File: config.mk
export PLATFORM = sky130hd
export DESIGN_NAME = uart_rx_monitor
export DESIGN_NICKNAME = d
export VERILOG_FILES = /design/src/rtl/uart_rx_monitor.sv
export SDC_FILE = /design/constraint.sdc
export NUM_CORES = 1
export LEC_CHECK = 0
export CAP_MARGIN = 30
export CORE_UTILIZATION = 49
export DETAILED_ROUTE_END_ITERATION = 8
export MAX_ROUTING_LAYER = met4
export PLACE_DENSITY_LB_ADDON = 0.1
export SYNTH_ARGS = -nofsm -noshare
export SYNTH_HDL_FRONTEND = slang
export SYNTH_SLANG_ARGS = --single-unit
File: constraint.sdc
create_clock -name g_clk -period 1.9 [get_ports g_clk]
set_input_delay 0.19 -clock g_clk [delete_from_list [all_inputs] [get_ports g_clk]]
set_output_delay 0.19 -clock g_clk [all_outputs]
set_load 0.01 [all_outputs]
File: src/rtl/uart_rx_monitor.sv
// uart_rx_monitor: 8N1 UART receiver with a valid/ready byte interface.
// It flags framing errors and overruns, and rejects false start bits.
module uart_rx_monitor #(
    parameter int CYCLES_PER_BIT = 16,
    parameter int CW             = $clog2(CYCLES_PER_BIT)
) (
    input  logic       g_clk,
    input  logic       g_resetn,
    input  logic       uart_rxd,
    output logic       rx_valid,
    input  logic       rx_ready,
    output logic [7:0] rx_data,
    output logic       rx_busy,
    output logic       rx_frame_err,
    output logic       rx_overrun
);

    localparam logic [CW-1:0] HALF_LOAD = CW'(CYCLES_PER_BIT / 2 - 1);
    localparam logic [CW-1:0] FULL_LOAD = CW'(CYCLES_PER_BIT - 1);

    typedef enum logic [2:0] {
        IDLE  = 3'd0,
        START = 3'd1,
        DATA  = 3'd2,
        STOP  = 3'd3,
        BREAK = 3'd4
    } state_t;

    state_t        state_q, state_d;
    logic [CW-1:0] cnt_q, cnt_d;
    logic [2:0]    idx_q, idx_d;
    logic [7:0]    shift_q, shift_d;
    logic          rxd_m, rxd_s;
    logic [1:0]    sync_fill;
    logic          armed;
    logic          byte_done;
    logic          frame_bad;
    logic          cnt_zero;

    // Two-flop synchroniser on the asynchronous serial line.
    always_ff @(posedge g_clk or negedge g_resetn) begin
        if (!g_resetn) begin
            rxd_m <= 1'b1;
            rxd_s <= 1'b1;
        end else begin
            rxd_m <= uart_rxd;
            rxd_s <= rxd_m;
        end
    end

    // The synchroniser's reset value of 1 is not a real observation of the
    // line. Start detection is armed only after the chain has refilled and
    // rxd_s shows a genuine high. This keeps a line that is low when reset
    // releases from being taken as a start bit.
    always_ff @(posedge g_clk or negedge g_resetn) begin
        if (!g_resetn) begin
            sync_fill <= 2'b00;
            armed     <= 1'b0;
        end else begin
            sync_fill <= {sync_fill[0], 1'b1};
            if (sync_fill[1] && rxd_s)
                armed <= 1'b1;
        end
    end

    // Frame state register, bit-period counter, bit index and shifter.
    always_ff @(posedge g_clk or negedge g_resetn) begin
        if (!g_resetn) begin
            state_q <= IDLE;
            cnt_q   <= '0;
            idx_q   <= '0;
            shift_q <= '0;
        end else begin
            state_q <= state_d;
            cnt_q   <= cnt_d;
            idx_q   <= idx_d;
            shift_q <= shift_d;
        end
    end

    assign cnt_zero = (cnt_q == '0);

    // Next-state logic. Every sample is taken at the middle of a bit period.
    always_comb begin
        state_d   = state_q;
        cnt_d     = cnt_q;
        idx_d     = idx_q;
        shift_d   = shift_q;
        byte_done = 1'b0;
        frame_bad = 1'b0;
        case (state_q)
            IDLE: begin
                if (armed && !rxd_s) begin
                    cnt_d   = HALF_LOAD;
                    state_d = START;
                end
            end
            START: begin
                if (cnt_zero) begin
                    if (rxd_s) begin
                        state_d = IDLE;              // glitch, not a start bit
                    end else begin
                        cnt_d   = FULL_LOAD;
                        idx_d   = 3'd0;
                        state_d = DATA;
                    end
                end else begin
                    cnt_d = cnt_q - 1'b1;
                end
            end
            DATA: begin
                if (cnt_zero) begin
                    shift_d = {rxd_s, shift_q[7:1]}; // LSB arrives first
                    cnt_d   = FULL_LOAD;
                    if (idx_q == 3'd7)
                        state_d = STOP;
                    else
                        idx_d = idx_q + 3'd1;
                end else begin
                    cnt_d = cnt_q - 1'b1;
                end
            end
            STOP: begin
                if (cnt_zero) begin
                    if (rxd_s) begin
                        byte_done = 1'b1;
                        state_d   = IDLE;            // a back-to-back start is still caught
                    end else begin
                        frame_bad = 1'b1;
                        state_d   = BREAK;
                    end
                end else begin
                    cnt_d = cnt_q - 1'b1;
                end
            end
            BREAK: begin
                if (rxd_s)
                    state_d = IDLE;                  // a held-low line must not retrigger
            end
            default: state_d = IDLE;
        endcase
    end

    // Holding register, handshake and one-cycle error pulses.
    always_ff @(posedge g_clk or negedge g_resetn) begin
        if (!g_resetn) begin
            rx_valid     <= 1'b0;
            rx_data      <= 8'h00;
            rx_frame_err <= 1'b0;
            rx_overrun   <= 1'b0;
        end else begin
            rx_frame_err <= frame_bad;
            rx_overrun   <= byte_done && rx_valid && !rx_ready;
            if (byte_done && (!rx_valid || rx_ready)) begin
                rx_data  <= shift_q;
                rx_valid <= 1'b1;
            end else if (rx_valid && rx_ready) begin
                rx_valid <= 1'b0;
            end
        end
    end

    assign rx_busy = (state_q != IDLE);

endmodule

==> flow_summary.yaml <==
cells_and_area:
  final_net_count: 145
  final-seq-area_um2: 857
  final_layout_fill_cell_count: 224
  flow.area_growth_from_synthesis_pct: 26.6
  drive_above_1_share_pct: 36.0
  footprint_of_the_multi_input_gates_um2: 599
  antennaDiodeCount: 0
status:
  violations: "design-rule violations"
  outcome: "finished with violations"
drt:
  wirelength_mm: 2.42
  detail_route.wl_per_cell_um: 14.3
  route.detailed.drc: 4
  post_drt_via_cell_ratio: 5.35
  drt_first_iter_violations: 10
  detail_route.first_pass.iterations: 6
  detailroute.via_count: 910
  drtAntennaViolNets: 0
logic_synthesis:
  synth_sequential_area_ratio_pct: 58.2
  synth-edff-count: 0
  top_cells_by_area_in_the_synthesized_netlist: "sky130_fd_sc_hd__dfrtp_1 55%, sky130_fd_sc_hd__mux2_4 8.2%, sky130_fd_sc_hd__mux2_2 6.9%"
  syn_area_per_cell_um2: 13.3
  yosys.cell_types.count: 35
  netlist_instances: 110
  syn-num-nets: 117
  synth-async-reset-ratio_pct: 100
  share_of_the_synthesized_area_in_the_top_cell_type_pct: 54.7
  ys_seq_elements: 34
  yosysWarnings: 0
  synth.largest_area_cell: "sky130_fd_sc_hd__dfrtp_1"
  mappedNetlistArea_um2: 1470
  most_common_flop_cell_mapped_by_yosys: "sky130_fd_sc_hd__dfrtp_1"
global_routing:
  antenna_found_initial: 0
  grt_overflow: 0
  grt_pass1_wl_mm: 4.04
  largest_net_degree_at_the_start_of_global_routing: 35
  track_usage_pct: 17.9
  number_of_global_route_vias_before_repair: 870
timing:
  setup_repair_after_global_routing_missed_its_margin: "no"
  fin_skew_ps: 15.4
  max_clock_freq_ghz: 0.552
  holdWs_ps: 219
  final_period_minus_worst_setup_slack_ps: 1810
  setup_violating_endpoint_count_in_the_final_report: 0
  finalHoldViolCount: 0
  period_share_pct: 95.3
  timing.final.max_slew_violations: 0
  fin_tns_setup_ps: 0
power_and_ir_drop:
  power.ir.vdd_worst_uv: 891
  post-layout-total-power_mw: 2.05
  power.static_leakage_nw: 0.888
  powerDensity_nw_per_um2: 1100
floorplan:
  io-pin-count: 16
  die_w_um: 56.7
  initial_utilization_pct: 52.2
  fp.dieH_um: 56.7
  dieArea_um2: 3210
  core_um2: 2810
  number_of_cell_rows: 19
worst_setup_path:
  timing.critical_path.arrival_ps: 1620
  critPathMaxFanout: 2
  critPathLaunchType: "flop"
  kind_of_critical_path: "reg2out"
  cp.required_ps: 1710
  worstSetupEndpointType: "output pin"
run:
  cap_viol_max_count: 0
min_path:
  holdCritPathClass: "in2async"
place:
  placement.io_buffers: 15
  place_hpwl_mm: 1.56
  place.gp.congestion: 0.729
cts:
  clk-insertion-delay-late_ps: 350
  maximum_level_of_the_cts_h_tree: 2
  cts_hold_repair.buffers: 0
  cts_sinks: 34
  clock_tree_from_tritoncts: "done"
  worst_setup_hold_path_clk_slew_ps: 110
  tritoncts.num_buffers: 5
  clockRootBuffer: "sky130_fd_sc_hd__clkbuf_4"
  clock_tree.buffer_depth: 2
-- worst max-delay path, stage by stage (launching register included) --
cell and delay, ps:
sky130_fd_sc_hd__dfrtp_2 420, sky130_fd_sc_hd__or3_1 370, sky130_fd_sc_hd__clkdlybuf4s50_1 490
-- area by class of cell --
class | count | share of cell area [%]
Clock inverter | 2 | 3.24
Timing Repair Buffer | 25 | 12.8
Sequential cell | 34 | 46.2
Tap cell | 31 | 2.09
Multi-Input combinational cell | 69 | 32.3
Clock buffer | 6 | 2.76
Inverter | 3 | 0.607
-- cells in the final DEF, fill, tap and decap left out, drive strengths merged, types with 3 or more instances in the layout --
cell	synthesis	routed
a21oi	6	6
buf	2	10
clkbuf	2	6
clkdlybuf4s50	0	15
dfrtp	32	32
ha	3	3
inv	3	3
mux2	17	17
nand2	7	7
nor2	9	9
-- cells by family after synthesis --
family | Yosys count | share of synthesized area (%)
fa+ha+maj | 3 | 2.56
xor+xnor | 1 | 0.598
simple gates | 30 | 12.5
mux | 18 | 15.8
compound gates | 16 | 7.60
buf+inv | 7 | 2.48
other cells | 1 | 0.256
flops | 34 | 58.2
-- stage by stage --
step	utilization (%)	instances	instance area (um^2)	setup WS [ps]
final	66.1	170	1860	89.8
after global routing	66.1	170	1860	12.1
after CTS	64.0	165	1790	34.0
after detailed placement	59.3	155	1660	56.4
after global placement	59.3	155	1660	114
after floorplan	-	110	1470	138
-- worst paths after layout --
kind	slack [ps]	to	start	cells past startpoint
worst max-delay path	90	rx_busy	state_q[2]	2
worst min-delay path	220	cnt_q[2]	g_resetn	2
worst max register to register	120	rx_data[6]	cnt_q[0]	7
worst min register to register	360	rxd_s	rxd_m	0
max in group asynchronous	1330	rxd_s	g_resetn	2
min in group g_clk	260	rxd_m	uart_rxd	1
-- synth_stat cells (3+ instances only) --
library cell / n
sky130_fd_sc_hd__a21oi_1: 6
sky130_fd_sc_hd__nor2_1: 9
sky130_fd_sc_hd__mux2_4: 8
sky130_fd_sc_hd__mux2_2: 9
sky130_fd_sc_hd__nand2_1: 7
sky130_fd_sc_hd__inv_1: 3
sky130_fd_sc_hd__ha_1: 3
sky130_fd_sc_hd__dfrtp_1: 32
-- state kept, by name, indices dropped and copies added (netlist names) --
register and count:
armed 1, cnt_q 4, idx_q 3, rx_data 8, rx_frame_err 1, rx_overrun 1, rx_valid 1, rxd_m 1
rxd_s 1, shift_q 8, state_q 3, sync_fill 2
-- layer usage --
| metal | GRT usage [%] | routed length [um] |
|---|---|---|
| met1 | 23.4 | 1190 |
| met2 | 24.3 | 1090 |
| met3 | 7.60 | 102 |
| met4 | 7.50 | 37 |
| met5 | - | 0 |
-- where the power goes --
part / switching, mW / internal, mW
Clock: 0.250 / 0.446
Combinational: 0.220 / 0.237
Sequential: 0.0897 / 0.806
Total: 0.560 / 1.49
-- timing repair --
| item | 4_1_cts | 5_1_grt |
|---|---|---|
| setup buffers | 2 | 5 |
| resized for setup | 3 | 6 |
| setup endpoints to repair | 1 | 20 |
| pin swaps | 0 | 1 |
(Power assumes the default switching activity.)
==> RTL edit, RTL diff (same flow settings) <==
Set the parameter `CYCLES_PER_BIT` to 32 (it was 16).
--- a/src/rtl/uart_rx_monitor.sv
+++ b/src/rtl/uart_rx_monitor.sv
@@ -2,5 +2,5 @@
 // It flags framing errors and overruns, and rejects false start bits.
 module uart_rx_monitor #(
-    parameter int CYCLES_PER_BIT = 16,
+    parameter int CYCLES_PER_BIT = 32,
     parameter int CW             = $clog2(CYCLES_PER_BIT)
 ) (
Check against the original RTL: no difference found for any inputs over 10 cycles, from zero or initial values and one cycle with g_resetn low; that may be too few to reach the edited logic, so the function may still have changed.
==> RTL edit against the unedited design <==
The run ends with design-rule violations, negative setup slack left; routed wire length grew 12%; final cell count rose by 10%; die area rose by 3.3%; synthesized area up 3.4%; sequential cell count rose by 1; design area increased by 5.7%; non-clock buffer count rose by 9; fmax decreased by 5.7%; critical path depth up 4; worst setup slack got worse by 0.11 ns; total power fell by 4.0%.
==> RTL edit: results (changes against the unedited design) <==
[setup_path]
reg2reg_from = cnt_q[1]$_DFFE_PN0P_  ; was cnt_q[0]$_DFFE_PN0P_
reg2reg_to = shift_q[2]$_DFFE_PN0P_  ; was rx_data[6]$_DFFE_PN0P_
cpMaxStageDelayCell = or4b_4  ; was clkdlybuf4s50_1
cp_data_arrival_time_ns = 2.15  ; was 1.62 ns
slowest_delay_ns = 0.51  ; was 0.49 ns
worst-r2r-cell-count = 6  ; was 7
crit_path_max_fanout = 8  ; was 2

[pwr]
p_comb_mw = 0.645  ; was 0.457 mW
ir_drop_uv = 712.2  ; was 890.8 uV
swShare_pct = 32.67  ; was 27.34%
finalPower_mw = 1.967  ; was 2.049 mW
p_leak_nw = 0.8930  ; was 0.8878 nW
clkPwrFrac_pct = 21.2  ; was 34.0%

[sta]
hold_slack_ns = 0.2355  ; was 0.2187 ns
finalClockSkew_ns = 0.01282  ; was 0.01545 ns
setup_viol = 8  ; was 0
worst_slack_ns = -0.01915  ; was 0.08982 ns
tns_ns = -0.09907  ; was 0 ns

[cts]
clkLatencyLatePin_ns = 0.34
cts_resized = 14  ; was 3
post_cts_buffers = 5  ; was 2

[route]
drc_errors = 1  ; was 4
wl_per_cell_um = 14.49  ; was 14.25 um
drtIter0Drc = 31  ; was 10
viasPerCell = 5.396  ; was 5.353
wl_mm = 2.709  ; was 2.423 mm

[logic_synthesis]
synth-adder-area-share_pct = 3.303  ; was 2.562%
yosys-top-cells-area = dfrtp_1 55%, mux2_2 13%, dfstp_2 3.5%  ; was dfrtp_1 55%, mux2_4 8.2%, mux2_2 6.9%
synthXorXnorAreaFrac_pct = 0.5780  ; was 0.5978%
ys_seq_area_share_pct = 57.97  ; was 58.24%
synth.cells.most_frequent = 33 x dfrtp_1, 18 x mux2_2, 10 x nand2_1, 7 x nor2_1  ; was 32 x dfrtp_1, 9 x mux2_2, 9 x nor2_1, 8 x mux2_4, 7 x nand2_1
synth_compound_area_share_pct = 8.092  ; was 7.600%
ys_async_sr_fraction_pct = 100.0  ; unchanged
synth.distinct_cells = 37  ; was 35
syn-num-nets = 127  ; was 117
syn_area_per_cell_um2 = 12.73  ; was 13.32 um2
muxShareOfSynthArea_pct = 13.38  ; was 15.80%

[grt]
grt_pass1_vias = 1008  ; was 870
grt_max_degree = 36  ; was 35
grt_util_all_layers_pct = 19.00  ; was 17.93%
grt_pass1_wl_mm = 4.636  ; was 4.043 mm

[layout]
nFillCells = 204  ; was 224
post-route-util_pct = 68.73  ; was 66.15%
nNetsFinal = 163  ; was 145
top_regs = rx_data: 8 flops, shift_q: 8 flops, cnt_q: 5 flops  ; was rx_data: 8 flops, shift_q: 8 flops, cnt_q: 4 flops
drive_above_1_share_pct = 39.10  ; was 35.97%

[placement]
dpl.hpwl_mm = 1.859  ; was 1.559 mm
postPlaceCellArea_um2 = 1789  ; was 1664 um2
gp_congestion = 0.8729  ; was 0.7286
dp.cells = 174  ; was 155
io_buffers = 15  ; unchanged
place_ws_ns = -0.1035  ; was 0.05643 ns

[status]
status = finished, violations left  ; unchanged
violations = design-rule violations, negative setup slack  ; was design-rule violations

[RTL edit: changes by cell type after synthesis, sizes merged, moves of 2 or more]
cell and delta:
nand2 +3, a21oi -2, o21ai +3, nor4 +2, a221oi -2
[RTL edit: worst max-delay path, delay by kind of cell (launching register included)]
kind          cells  cell delay (ns)
fa+ha+maj         1             0.13
simple gates      2             0.73
buf+inv           2             0.24
mux               1             0.30
flops             1             0.40
[RTL edit: worst max path at each step]
stage                                     from                     end  slack, ns  depth (start not counted)
after floorplan           cnt_q[0]$_DFFE_PN0P_  shift_q[0]$_DFFE_PN0P_      -0.04                          6
after global placement    cnt_q[1]$_DFFE_PN0P_  shift_q[0]$_DFFE_PN0P_      -0.06                          6
after detailed placement  cnt_q[0]$_DFFE_PN0P_  shift_q[7]$_DFFE_PN0P_      -0.10                          6
after CTS                 cnt_q[1]$_DFFE_PN0P_  shift_q[2]$_DFFE_PN0P_      -0.01                          6
after global routing      cnt_q[1]$_DFFE_PN0P_  shift_q[0]$_DFFE_PN0P_      -0.07                          6
final                     cnt_q[1]$_DFFE_PN0P_  shift_q[2]$_DFFE_PN0P_      -0.02                          6
[RTL edit: kinds of logic after synthesis]
logic type,count (synthesis)
other,1
multiplexers,18
adder cells (fa/ha/maj),4
buffers and inverters,7
AND/OR/NAND/NOR,35
AO/OA/AOI/OAI,18
flip-flops,35
XOR/XNOR,1
[RTL edit: final cells by class]
class	count	area share, %
clock buffers	5	1.914
flip-flops and latches	35	44.99
well taps	31	1.978
repair buffers	34	15.57
clock inverters	3	1.213
inverters	2	0.3829
multi-input cells	77	33.95
[RTL edit: routing by layer]
metal  wire length (um)  GRT usage, %
met5                  0             -
met1               1235         23.50
met2               1350         31.23
met3                 83         4.688
met4                 39         5.226
